<file path="src/rtl/divider_pkg.sv">
// divider_pkg: shared FSM state type and counter-width helper for divider_core
package divider_pkg;
   typedef enum logic [1:0] {IDLE, BUSY, DONE} divider_state_t;
   localparam int DIV_N  = 8;
   localparam int DIV_CW = $clog2(DIV_N + 1);
   function automatic int cnt_w(input int n);
      return $clog2(n + 1);
   endfunction
endpackage

</file>
<file path="src/rtl/divider_step.sv">
// divider_step: one combinational restoring-division step
// ports: rem (N+1-bit partial remainder), quo (quotient shift reg), div (divisor) -> nrem, nquo
module divider_step #(
   parameter int N = 8
) (
   input  logic [N:0]   rem,
   input  logic [N-1:0] quo,
   input  logic [N-1:0] div,
   output logic [N:0]   nrem,
   output logic [N-1:0] nquo
);
   logic [N+1:0] s;
   logic [N:0]   d;
   logic         ge;
   always_comb begin
      s    = {rem, quo[N-1]};
      ge   = s >= {2'b00, div};
      d    = s[N:0] - {1'b0, div};
      nrem = ge ? d : s[N:0];
      nquo = {quo[N-2:0], ge};
   end
endmodule

</file>
<file path="src/rtl/divider_core.sv">
// divider_core: sequential unsigned restoring divider, one quotient bit per clock
// ports: clk, reset (async, active-high), start, dividend, divisor -> result, done
// optional: DIVIDER_REMAINDER_EN adds remainder output (dividend mod divisor)
module divider_core
   import divider_pkg::*;
#(
   parameter int N            = DIV_N,
   parameter bit verbose_flag = 1'b0
) (
   input  logic         clk,
   input  logic         reset,
   input  logic         start,
   input  logic [N-1:0] dividend,
   input  logic [N-1:0] divisor,
   output logic [N-1:0] result,
   output logic         done
`ifdef DIVIDER_REMAINDER_EN
   ,
   output logic [N-1:0] remainder
`endif
);
   localparam int CW = cnt_w(N);
   divider_state_t state;
   logic [N:0]    rem, nrem;
   logic [N-1:0]  quo, nquo, div;
   logic [CW-1:0] cnt;
   divider_step #(.N(N)) u_step (
      .rem  (rem),
      .quo  (quo),
      .div  (div),
      .nrem (nrem),
      .nquo (nquo)
   );
   if (verbose_flag) begin : g_verbose
   end
   always_ff @(posedge clk or posedge reset) begin
      if (reset) begin
         state  <= IDLE;
         result <= '0;
         done   <= 1'b0;
         rem    <= '0;
         quo    <= '0;
         div    <= '0;
         cnt    <= '0;
`ifdef DIVIDER_REMAINDER_EN
         remainder <= '0;
`endif
      end else begin
         done <= 1'b0;
         case (state)
            IDLE: if (start) begin
               rem   <= '0;
               quo   <= dividend;
               div   <= divisor;
               cnt   <= CW'(N);
               state <= BUSY;
            end
            BUSY: begin
               rem   <= nrem;
               quo   <= nquo;
               cnt   <= cnt - CW'(1);
               state <= cnt == CW'(1) ? DONE : BUSY;
            end
            DONE: begin
               result <= quo;
               done   <= 1'b1;
               state  <= IDLE;
`ifdef DIVIDER_REMAINDER_EN
               remainder <= rem[N-1:0];
`endif
            end
            default: state <= IDLE;
         endcase
      end
   end
endmodule

</file>
<file path="config.mk">
export PLATFORM = sky130hd
export DESIGN_NAME = divider_core
export DESIGN_NICKNAME = d
export VERILOG_FILES = /design/src/rtl/divider_pkg.sv /design/src/rtl/divider_step.sv /design/src/rtl/divider_core.sv
export SDC_FILE = /design/constraint.sdc
export NUM_CORES = 1
export LEC_CHECK = 0
export CAP_MARGIN = 10
export CORE_MARGIN = 5
export CORE_UTILIZATION = 38
export DETAILED_ROUTE_END_ITERATION = 8
export GPL_TIMING_DRIVEN = 0
export PLACE_DENSITY_LB_ADDON = 0.3
export SKIP_CTS_REPAIR_TIMING = 1
export SYNTH_ARGS = -nofsm -noshare
export SYNTH_HDL_FRONTEND = slang
export SYNTH_SLANG_ARGS = --single-unit
</file>
<file path="constraint.sdc">
create_clock -name clk -period 2 [get_ports clk]
set_input_delay 0.5 -clock clk [delete_from_list [all_inputs] [get_ports clk]]
set_output_delay 0.5 -clock clk [all_outputs]
set_load 0.03 [all_outputs]
</file>
-- After elaboration in Yosys (flattened, before gate mapping)
Index checks and enable logic that the tools add are counted.
- register bits after elaboration: 40
- bits of input ports: 19
- output and inout port bits: 9
- word-level logic and storage cells: 29
- add/sub/neg operators: 2
- $lt $le $gt $ge: 1
- eq/ne operators: 4
- multiplexer cells: 11
- reduce and logical (&&, ||, !) cells: 4
- operator list (operator ; number):
    two-way mux 9 bit ; 2
    case mux 9 bit (2 select lines) ; 1
    case mux 8 bit (2 select lines) ; 1
    >= comparator 10 x 8 -> 1 bit ; 1
    subtractor 9 x 8 -> 9 bit ; 1
    two-way mux 8 bit ; 1
    case mux 4 bit (2 select lines) ; 1
    == test 4 x 1 -> 1 bit, second input constant ; 1
    two-way mux 2 bit ; 2
    two-way mux 4 bit ; 1
    case mux 2 bit (2 select lines) ; 1
    AND reduction 2 bit ; 2
    subtractor 4 x 1 -> 4 bit, second input constant ; 1
    == test 2 x 1 -> 1 bit, second input constant ; 1
    == test 2 bit, second input constant ; 1
    logical NOT 2 bit ; 1
    != test 2 bit, second input constant ; 1
    nonzero test 2 bit ; 1
    two-way mux 1 bit ; 1

-- Longest topological paths before layout
Gate-level depths: netlist of run 1.
- word-level depth: 3
- mapped depth: 9
- gate-level depth less buffers: 8

-- Hierarchy
From an unflattened synthesis of run 1, not the netlist that was laid out.
- cells, all modules: 205
- area, all modules: 2200.9 um^2
- by module, submodules not included (module ; instances ; cells each ; area an instance (um^2) ; seq. area each (um^2)):
    divider_core ; 1 ; 122 ; 1617.8 ; 1001.0
    divider_step ; 1 ; 83 ; 583.1 ; 0.0

-- Worst setup path before layout of run 1
Ideal clock, no wire load.
- kind: register to register
- start: register quo[7]
- end: register rem[2]
- library setup time: 0.126 ns
- data arrival time: 1.960 ns
- data required time: 1.874 ns
- setup slack: -0.086 ns
- cell stages (with the launch flop): 10
- buffers on the path: 1
- clock period less this slack: 2.086 ns
- cell sequence: dfrtp_1 > inv_1 > ha_1 > fa_1 > and2b_1 > o22ai_1 > a21oi_1 > buf_2 > nor3_1 > a221o_1
- longest elaborated chain between the ends: 3
- elaborated cells between the ends (all ways): 4
- those cells by class: add/sub: 1; order compare: 1; mux: 2
- RTL lines (what ; RTL line ; source):
    from (decl) ; divider_core.sv:25 ; logic [N-1:0] quo, nquo, div;
    from (signal assigned) ; divider_core.sv:53 ; quo <= dividend;
    from (signal assigned) ; divider_core.sv:60 ; quo <= nquo;
    subtractor 9 x 8 -> 9 bit or >= comparator 10 x 8 -> 1 bit (tied branches) ; divider_step.sv:18, divider_step.sv:17 ;
    two-way mux 9 bit (*) ; divider_step.sv:19 ; nrem = ge ? d : s[N:0];
    case mux 9 bit (2 select lines) (*) ; divider_core.sv:50 ; case (state)
    to (signal assigned) ; divider_core.sv:59 ; rem <= nrem;
    to (decl) ; divider_core.sv:24 ; logic [N:0] rem, nrem;
Mark *: on every way between the ends. The rest lies on a longest branch, timed or not.
A chain may end at the register's enable or synchronous reset.

-- Worst setup path in the final report of run 1
- start: register rem[3]
- end: register rem[2]
- longest elaborated chain between the ends: 3
- RTL lines (what ; RTL line ; source):
    >= comparator 10 x 8 -> 1 bit ; divider_step.sv:17 ; ge = s >= {2'b00, div};
    two-way mux 9 bit ; divider_step.sv:19 ;
    case mux 9 bit (2 select lines) ; divider_core.sv:50 ;
Every way passes these cells.

==> results of run 1 <==
layout by cell type, fill, tap and decap left out, types with 2 or more instances in the layout:
cell and count:
a21o_1 2, a21oi_1 8, a21oi_2 2, a22oi_1 2, and3b_1 6, buf_4 11
buf_6 4, clkbuf_1 8, clkbuf_2 3, clkbuf_8 6, clkdlybuf4s50_1 27, dfrtp_1 40
ha_1 6, ha_4 3, inv_1 10, inv_2 4, mux2_2 9, nand2_1 32
nand2b_1 3, nand3_1 2, nand4_1 3, nor2_1 5, nor2b_1 8, nor3_1 4
o211ai_1 4, o21a_1 2, o21ai_0 21, o21ai_1 2, o21bai_1 2, o31ai_1 2
or2_1 2, xnor2_1 4
metrics by stage:
| stage | util (%) | total power (W) |
|---|---|---|
| after floorplan | - | 0.00377 |
| after global placement | 46.2 | 0.00442 |
| after detailed placement | 46.2 | 0.00449 |
| after CTS | 47.8 | 0.00507 |
| after global routing | 51.4 | 0.00617 |
| final | 51.4 | 0.00570 |
worst min-delay path, cell delays in order, from the launching register on:
cell	delay (ps)
dfrtp_1	350
nand2_1	50
o21ai_0	60
state kept, by name, indices dropped and copies added (netlist names):
signal	flops
cnt	4
div	8
done	1
quo	8
rem	9
result	8
state	2
how the worst max path moves through the flow:
stage | from | endpoint | slack, ps | cells past startpoint
floorplan | rem[4] | rem[2] | -6 | 8
global placement | start | div[1] | -420 | 6
detailed placement | start | div[2] | -450 | 6
CTS | quo[7] | rem[2] | -250 | 9
global route | div[5] | rem[2] | -210 | 9
finish | rem[3] | rem[2] | -140 | 7
area by class of cell:
type / count / share of cell area (%)
Sequential cell: 40 / 34.9
Tap cell: 72 / 3.14
Clock buffer: 8 / 3.14
Inverter: 14 / 1.83
Multi-Input combinational cell: 160 / 41.0
Timing Repair Buffer: 38 / 12.3
Buffer: 15 / 3.58
cell families (layout without fill, tap and decap cells):
| group | after synthesis | count (layout) | synth area share, % |
|---|---|---|---|
| AO/OA/AOI/OAI | 63 | 63 | 18.6 |
| XOR/XNOR | 5 | 5 | 1.99 |
| adder cells (fa/ha/maj) | 11 | 11 | 6.61 |
| buffers and inverters | 30 | 75 | 5.75 |
| flip-flops | 40 | 40 | 45.6 |
| multiplexers | 9 | 9 | 4.61 |
| AND/OR/NAND/NOR | 72 | 72 | 16.9 |
synth_stat cells (all sizes together) (2+ instances only):
cell type	count
nor3	4
ha	10
a21oi	11
nand3	2
clkbuf	10
o211ai	4
mux2	9
buf	6
inv	14
o31ai	3
o21ai	24
and3b	6
nor2b	8
o21a	2
o21bai	2
a21o	2
nand4	3
nor2	6
nand2	32
a22oi	2
dfrtp	40
or2	2
nand2b	3
o311ai	2
xnor2	4
power by group:
part	internal, W	leakage (nW)	switching, W
Sequential	0.00121	0.495	0.000264
Clock	0.000281	0.0455	0.000260
Combinational	0.00183	0.697	0.00185
Total	0.00332	1.24	0.00237
layer usage:
metal  global-route usage [%]  vias to the layer above
met5                        0                        -
li1                         -                      889
met2                     21.5                       38
met4                     3.88                        0
met1                     18.3                      873
met3                     3.07                        4
==> impl_metrics.csv, run 1 <==
group,metric,value,unit
run_status,status,"finished, violations left",
run_status,violations,"negative setup slack",
cts,clk_latency,290,ps
worst_setup_path,critPathBufInv,1,
worst_setup_path,rr_worst_depth,7,
detailed_routing,vias,1804,
global_route,grt-ovfl-total,0,
worst_hold_path,hold_class,"flop to flop",
sta,final-max-slew-violation-count,0,
floorplanning,fp.dieH,86.0,µm
sta,relSlewSlack,45.9,%
cells_and_area,fin_nets,304,
cells_and_area,drive_above_1_share,20.0,%
cts,htree_levels,2,
synth,seq_area_frac_synth,45.6,%
detailed_routing,wl_met3,221,µm
cells_and_area,multi_input_area,1180,µm²
worst_setup_path,worstPathMaxFanout,7,
sta,rsz0062_at_grt,"yes",
global_route,antenna_found_initial,0,
place,port_buffers,27,
worst_setup_path,cp.required,2180,ps
sta,finalSetupViolations,9,
detailed_routing,viasPerCell,5.20,
worst_setup_path,crit_type,"flop to flop",
floorplanning,rows,27,
sta,fin_skew,11.3,ps
worst_setup_path,crit_family,"simple AND/OR/NAND/NOR gates",
synth,syn_avg_cell_area,9.55,µm²
detailed_routing,routed_wl,4940,µm
sta,fmax,467,MHz
synth,synth_top_cells_by_area,"dfrtp_1 46%, ha_1 5.7%, nand2_1 5.5%",
detailed_routing,wl_met2,2380,µm
worst_setup_path,worst_path_largest_cell_delay,420,ps
synth,async_flop_share,100,%
global_route,grt_max_degree,41,
worst_setup_path,r2r-start,"rem[3]",
worst_setup_path,critPathSlowestCell,"dfrtp_1",
place,gp_congestion,0.814,
global_route,grt_use_total,13.5,%
cells_and_area,synthToLayoutAreaGrowth,30.4,%
detailed_routing,drt-met1-wl,2280,µm
cts,clock_sinks,40,
cts,numCtsBuffers,5,
worst_hold_path,holdPathStages,2,
power,ir_drop,0.789,mV
sta,fin_tns_setup,-779,ps
synth,synth_warnings,0,
synth,ys_ff_latch,40,
job,max_cap_violations,0,
place,hpwl,3440,µm
worst_setup_path,end_kind,"flop",
floorplanning,io_pins,28,
sta,timing.final.crit_period,2140,ps
worst_setup_path,critPathLaunchType,"flop",
detailed_routing,wl_per_cell,14.2,µm
cts,clk_pin_slew,80,ps
cts,clockBufferDepth,2,
global_route,first_global_vias,1691,
worst_setup_path,worstPathCellList,"ha_1 -> a21oi_4 -> o21ai_2 -> or3_4 -> or2_1 -> buf_6 -> a221o_1",
power,p_leak,1.24,nW
synth,synth_top_area_cell,"dfrtp_1",
synth,synthDistinctLibCells,48,
synth,syn_inst,230,
cells_and_area,seq_area,1000,µm²
worst_setup_path,rrSetupSlack,-140,ps
detailed_routing,first_iter_violations,104,
cells_and_area,fin_area,2870,µm²
sta,timing.hold.ws,482,ps
global_route,grt_pass1_wl,8010,µm
floorplanning,die-area,7400,µm²
sta,fin_crit_sh,107,%
sta,worst_slack,-139,ps
floorplanning,initial_core_util,39.4,%
detailed_routing,drc,0,
detailed_routing,drtPass1Iterations,4,
place,placed_area,2570,µm²
synth,synth_area,2200,µm²
sta,hold_viol_final,0,
place,dp.cells,329,
cts,root_buffer,"clkbuf_8",
sta,tightest_slew,810,ps
floorplanning,die_width,86.0,µm
synth,synth_top_flop_cell,"dfrtp_1",
worst_setup_path,crit_arrival,2320,ps
floorplanning,core,5570,µm²
worst_setup_path,reg2reg_to,"rem[2]",
cells_and_area,nFillCells,503,
detailed_routing,antenna_left,0,
worst_hold_path,hold_start,"result[7]",
power,powerDensity,1990,nW/µm²
cells_and_area,finalNonFillerCells,347,
worst_hold_path,hold_path_end,"result[7]",
synth,synth.net_count,260,
cells_and_area,diodes,0,
detailed_routing,dr.max_layer_used,"met4",
place,dp_slack,-452,ps
synth,synth-edff-count,0,
cts,tritoncts,"done",
synth,yosysTopAreaCellShare,45.6,%
Note: power is estimated with default switching activity, not from simulation.
==> run 2, diff against run 1 <==
--- a/config.mk
+++ b/config.mk
@@ -5,8 +5,7 @@
 export SDC_FILE = /design/constraint.sdc
 export NUM_CORES = 1
 export LEC_CHECK = 0
-export CAP_MARGIN = 10
-export CORE_MARGIN = 5
+export CORE_MARGIN = 4
 export CORE_UTILIZATION = 38
 export DETAILED_ROUTE_END_ITERATION = 8
 export GPL_TIMING_DRIVEN = 0
==> run 2 against run 1 <==
Effect of this change: combinational power is essentially flat; first-iteration DRC count shrank 13%; critical endpoint unchanged; critical path type unchanged; highest routed layer unchanged; the flow still finishes with violations (negative setup slack); global-route usage grew 1.1 points; hold slack is essentially flat; register-to-register slack gained 40 ps; core utilization grew 0.38 points.
==> impl_metrics.csv, run 2 (synthesis results as in run 1) <==
group,metric,value,unit
sta,relSlewSlack,44.7,%
global_route,antenna_found_initial,0,
place,dp_slack,-487,ps
power,ir_drop,0.758,mV
worst_setup_path,end_kind,"flop",
sta,fmax,477,MHz
detailed_routing,first_iter_violations,91,
cts,numCtsBuffers,5,
power,totalPowerFinal,0.00586,W
cells_and_area,fin_area,2890,µm²
cells_and_area,final_common_cell,"dfrtp_1",
detailed_routing,wl_met2,2360,µm
sta,hold_viol_final,0,
cts,tritoncts,"done",
global_route,first_global_vias,1724,
sta,rsz0062_at_grt,"yes",
detailed_routing,antenna_left,0,
cts,htree_levels,2,
detailed_routing,drc,0,
worst_setup_path,worstPathMaxFanout,7,
place,placed_area,2570,µm²
global_route,grt-ovfl-total,0,
cts,clockBufferDepth,2,
worst_setup_path,rrSetupSlack,-100,ps
sta,finalSetupViolations,3,
power,powerDensity,2030,nW/µm²
worst_hold_path,holdPathStages,2,
place,port_buffers,27,
worst_setup_path,cp.required,2190,ps
detailed_routing,wl_per_cell,14.4,µm
worst_setup_path,worst_path_largest_cell_delay,390,ps
global_route,grt_pass1_wl,8330,µm
sta,timing.final.crit_period,2100,ps
cts,clk_pin_slew,80,ps
floorplanning,fp.dieH,84.0,µm
run_status,violations,"negative setup slack",
detailed_routing,dr.max_layer_used,"met4",
floorplanning,die_width,84.0,µm
floorplanning,core,5570,µm²
run_status,status,"finished, violations left",
detailed_routing,wl_met3,182,µm
floorplanning,io_pins,28,
global_route,grt_max_degree,41,
cells_and_area,fin_nets,302,
floorplanning,initial_core_util,39.4,%
detailed_routing,routed_wl,4970,µm
cells_and_area,synthToLayoutAreaGrowth,31.4,%
place,gp_congestion,0.819,
detailed_routing,drt-met1-wl,2350,µm
cells_and_area,diodes,0,
worst_setup_path,worstPathCellList,"inv_2 -> ha_4 -> fa_2 -> and2b_2 -> o22ai_4 -> a21oi_4 -> or2_1 -> buf_6 -> a221o_1",
sta,worst_slack,-98.3,ps
cells_and_area,largest-register,"rem",
worst_hold_path,hold_class,"flop to flop",
power,p_leak,1.24,nW
place,hpwl,3420,µm
cts,root_buffer,"clkbuf_8",
worst_setup_path,critPathLaunchType,"flop",
global_route,grt_use_total,14.6,%
worst_setup_path,crit_type,"flop to flop",
sta,fin_crit_sh,105,%
worst_setup_path,rr_worst_depth,9,
sta,fin_tns_setup,-189,ps
floorplanning,die-area,7060,µm²
cts,clock_sinks,40,
sta,fin_skew,8.16,ps
detailed_routing,drtPass1Iterations,4,
worst_setup_path,critPathSlowestCell,"dfrtp_1",
cts,clk_latency,300,ps
cells_and_area,largest_register_ffs,9,
sta,tightest_slew,829,ps
worst_setup_path,crit_arrival,2290,ps
detailed_routing,vias,1825,
sta,final-max-slew-violation-count,0,
cells_and_area,mostFrequentLayoutCells,"40 x dfrtp_1, 32 x nand2_1, 27 x clkdlybuf4s50_1",
cells_and_area,drive_above_1_share,20.1,%
floorplanning,rows,27,
job,max_cap_violations,0,
detailed_routing,viasPerCell,5.29,
## run 2: area by class of cell
cell class,instances,area (µm²)
flip-flops and latches,40,1000
clock inverters,1,30.0
well taps,72,90.1
multi-input cells,160,1200
repair buffers,38,350
inverters,14,52.6
plain buffers,13,68.8
fillers,516,2690
clock buffers,7,96.3
## run 2: layer usage
layer  up-vias  GRT usage (%)
li1        895              -
met1       889           20.6
met2        34           22.0
met3         7           3.55
met4         0           4.39
met5         -              0
## run 2: stage by stage
step | hold slack, ps | instances | util, %
after floorplan | 450 | 230 | -
after global placement | 467 | 329 | 46.2
after detailed placement | 475 | 329 | 46.2
after CTS | 493 | 337 | 48.5
after global routing | 521 | 345 | 51.8
final | 482 | 345 | 51.8
## run 2: final timing paths
kind | start | end
max in group asynchronous | reset | quo[7]
worst max-delay path | quo[7] | rem[2]
worst max register to register | quo[7] | rem[2]
min in group asynchronous | reset | rem[1]
worst min-delay path | result[7] | result[7]
worst min register to register | result[7] | result[7]
## run 2: power breakdown
group,internal [W],total [W],leakage [nW],switching (W)
registers,0.00121,0.00147,0.495,0.000260
clock network,0.000440,0.000725,0.0645,0.000285
logic,0.00179,0.00367,0.680,0.00188
total,0.00344,0.00586,1.24,0.00242
## run 2: worst max-delay path: cells and delay by family, from the launching register on
family                   cells  cell delay, ps
AO/OA/AOI/OAI                3             570
AND/OR/NAND/NOR              2             480
flip-flops                   1             390
adder cells (fa/ha/maj)      2             320
buffers and inverters        2             230
==> run 3, diff against run 2 <==
--- a/config.mk
+++ b/config.mk
@@ -5,7 +5,7 @@
 export SDC_FILE = /design/constraint.sdc
 export NUM_CORES = 1
 export LEC_CHECK = 0
-export CORE_MARGIN = 4
+export CORE_MARGIN = 8
 export CORE_UTILIZATION = 38
 export DETAILED_ROUTE_END_ITERATION = 8
 export GPL_TIMING_DRIVEN = 0
==> run 3 against run 2 <==
Effect of this change: the flow still finishes with violations (negative setup slack); sequential power about the same; combinational power down 5%; die area up 20%; core utilization down 0.59 points; critical path depth down 1; first-iteration DRC count up 23%; non-clock buffer count down 3; flip-flop and latch count unchanged; register-to-register slack worse by 80 ps.
==> impl_metrics.csv, run 3 (synthesis results as in run 1) <==
group,metric,value,unit
floorplanning,io_pins,28,
power,ir_drop,0.626,mV
cells_and_area,synthToLayoutAreaGrowth,29.1,%
sta,hold_viol_final,0,
cells_and_area,final_common_cell,"dfrtp_1",
sta,final-max-slew-violation-count,0,
sta,finalSetupViolations,9,
worst_setup_path,crit_arrival,2370,ps
worst_setup_path,worstPathMaxFanout,7,
worst_hold_path,hold_class,"flop to flop",
cells_and_area,largest-register,"rem",
worst_setup_path,cp_common_cell,"buf_6",
detailed_routing,first_iter_violations,112,
sta,fin_tns_setup,-898,ps
floorplanning,fp.dieH,92.0,µm
detailed_routing,vias,1785,
detailed_routing,drtPass1Iterations,4,
detailed_routing,wl_per_cell,14.7,µm
sta,rsz0062_at_grt,"yes",
cts,clk_pin_slew,90,ps
global_route,first_global_vias,1771,
cts,tritoncts,"done",
sta,tightest_slew,832,ps
worst_setup_path,worstPathCellList,"ha_1 -> buf_6 -> a21oi_2 -> o21ai_2 -> or3_4 -> or2_0 -> buf_6 -> a221o_1",
global_route,grtUsageMet1,14.8,%
worst_setup_path,crit_type,"flop to flop",
cells_and_area,mostFrequentLayoutCells,"40 x dfrtp_1, 32 x nand2_1, 27 x clkdlybuf4s50_1",
global_route,busiest_layer,"met2",
run_status,violations,"negative setup slack",
place,hpwl,3510,µm
run_status,status,"finished, violations left",
sta,fin_crit_sh,109,%
cts,clockBufferDepth,2,
cells_and_area,largest_register_ffs,9,
detailed_routing,antenna_left,0,
power,p_leak,1.22,nW
place,gp_congestion,0.829,
sta,timing.hold.ws,494,ps
global_route,use_met2,19.7,%
sta,relSlewSlack,44.5,%
global_route,grt_pass1_wl,8420,µm
cells_and_area,fin_area,2840,µm²
floorplanning,initial_core_util,39.7,%
worst_setup_path,crit_family,"simple AND/OR/NAND/NOR gates",
global_route,grt-ovfl-total,0,
cts,numCtsBuffers,5,
place,dp_slack,-513,ps
power,powerDensity,1990,nW/µm²
worst_setup_path,worst_path_largest_cell_delay,400,ps
floorplanning,die-area,8470,µm²
worst_setup_path,critPathBufInv,2,
worst_setup_path,critPathLaunchType,"flop",
sta,worst_slack,-178,ps
cells_and_area,drive_above_1_share,17.8,%
detailed_routing,drc,0,
floorplanning,die_width,92.0,µm
cts,clk_latency,310,ps
cts,root_buffer,"clkbuf_8",
worst_setup_path,critPathSlowestCell,"dfrtp_1",
place,placed_area,2570,µm²
detailed_routing,routed_wl,5020,µm
sta,fin_skew,10.8,ps
cells_and_area,diodes,0,
detailed_routing,viasPerCell,5.22,
worst_setup_path,end_kind,"flop",
global_route,grt_max_degree,41,
floorplanning,rows,27,
place,port_buffers,27,
cts,clock_sinks,40,
cts,htree_levels,2,
sta,timing.final.crit_period,2180,ps
worst_setup_path,cp.required,2190,ps
job,max_cap_violations,0,
cells_and_area,fin_nets,299,
global_route,grt_use_total,12.2,%
floorplanning,core,5540,µm²
sta,fmax,459,MHz
global_route,antenna_found_initial,0,
global_route,use_met3,3.42,%
run 3: cell types whose count changed in the layout (fill, tap and decap cells not counted), sizes merged:
cell	change
buf	-3
clkbuf	-2
clkinvlp	+1
inv	+1
run 3: path summary, 6_finish.rpt:
path,from,end,slack [ps],cells past startpoint
min,result[7],result[7],490,2
max reg2reg,rem[6],rem[2],-180,8
max,rem[6],rem[2],-180,8
min in group asynchronous,reset,result[0],670,2
min reg2reg,result[7],result[7],490,2
max in group asynchronous,reset,div[5],800,2
run 3: worst min-delay path, cell delays in order (launching register included):
cell and delay, ps:
dfrtp_1 360, nand2_1 50, o21ai_0 60
run 3: layout make-up:
type,count,area [µm²]
flip-flops and latches,40,1000
multi-input cells,160,1170
clock buffers,5,68.8
well taps,72,90.1
clock inverters,3,46.3
plain buffers,15,92.6
repair buffers,33,315
inverters,14,52.6
fillers,519,2700
run 3: stage by stage:
step,util (%),power (W),std cells
after floorplan,-,0.00377,230
final,51.2,0.00565,342
after global placement,46.5,0.00442,329
after global routing,51.2,0.00615,342
after CTS,48.6,0.00521,337
after detailed placement,46.5,0.00450,329
run 3: power by group:
part / switching, W / internal (W) / total [W] / leakage (nW)
clock: 0.000311 / 0.000376 / 0.000687 / 0.0548
sequential: 0.000260 / 0.00121 / 0.00147 / 0.495
combinational: 0.00181 / 0.00169 / 0.00349 / 0.668
total: 0.00238 / 0.00327 / 0.00565 / 1.22
run 3: routing by layer:
layer | routed length, µm | vias to the layer above
met5 | 0 | -
met4 | 76 | 0
met3 | 190 | 7
met2 | 2410 | 24
met1 | 2340 | 867
li1 | - | 887
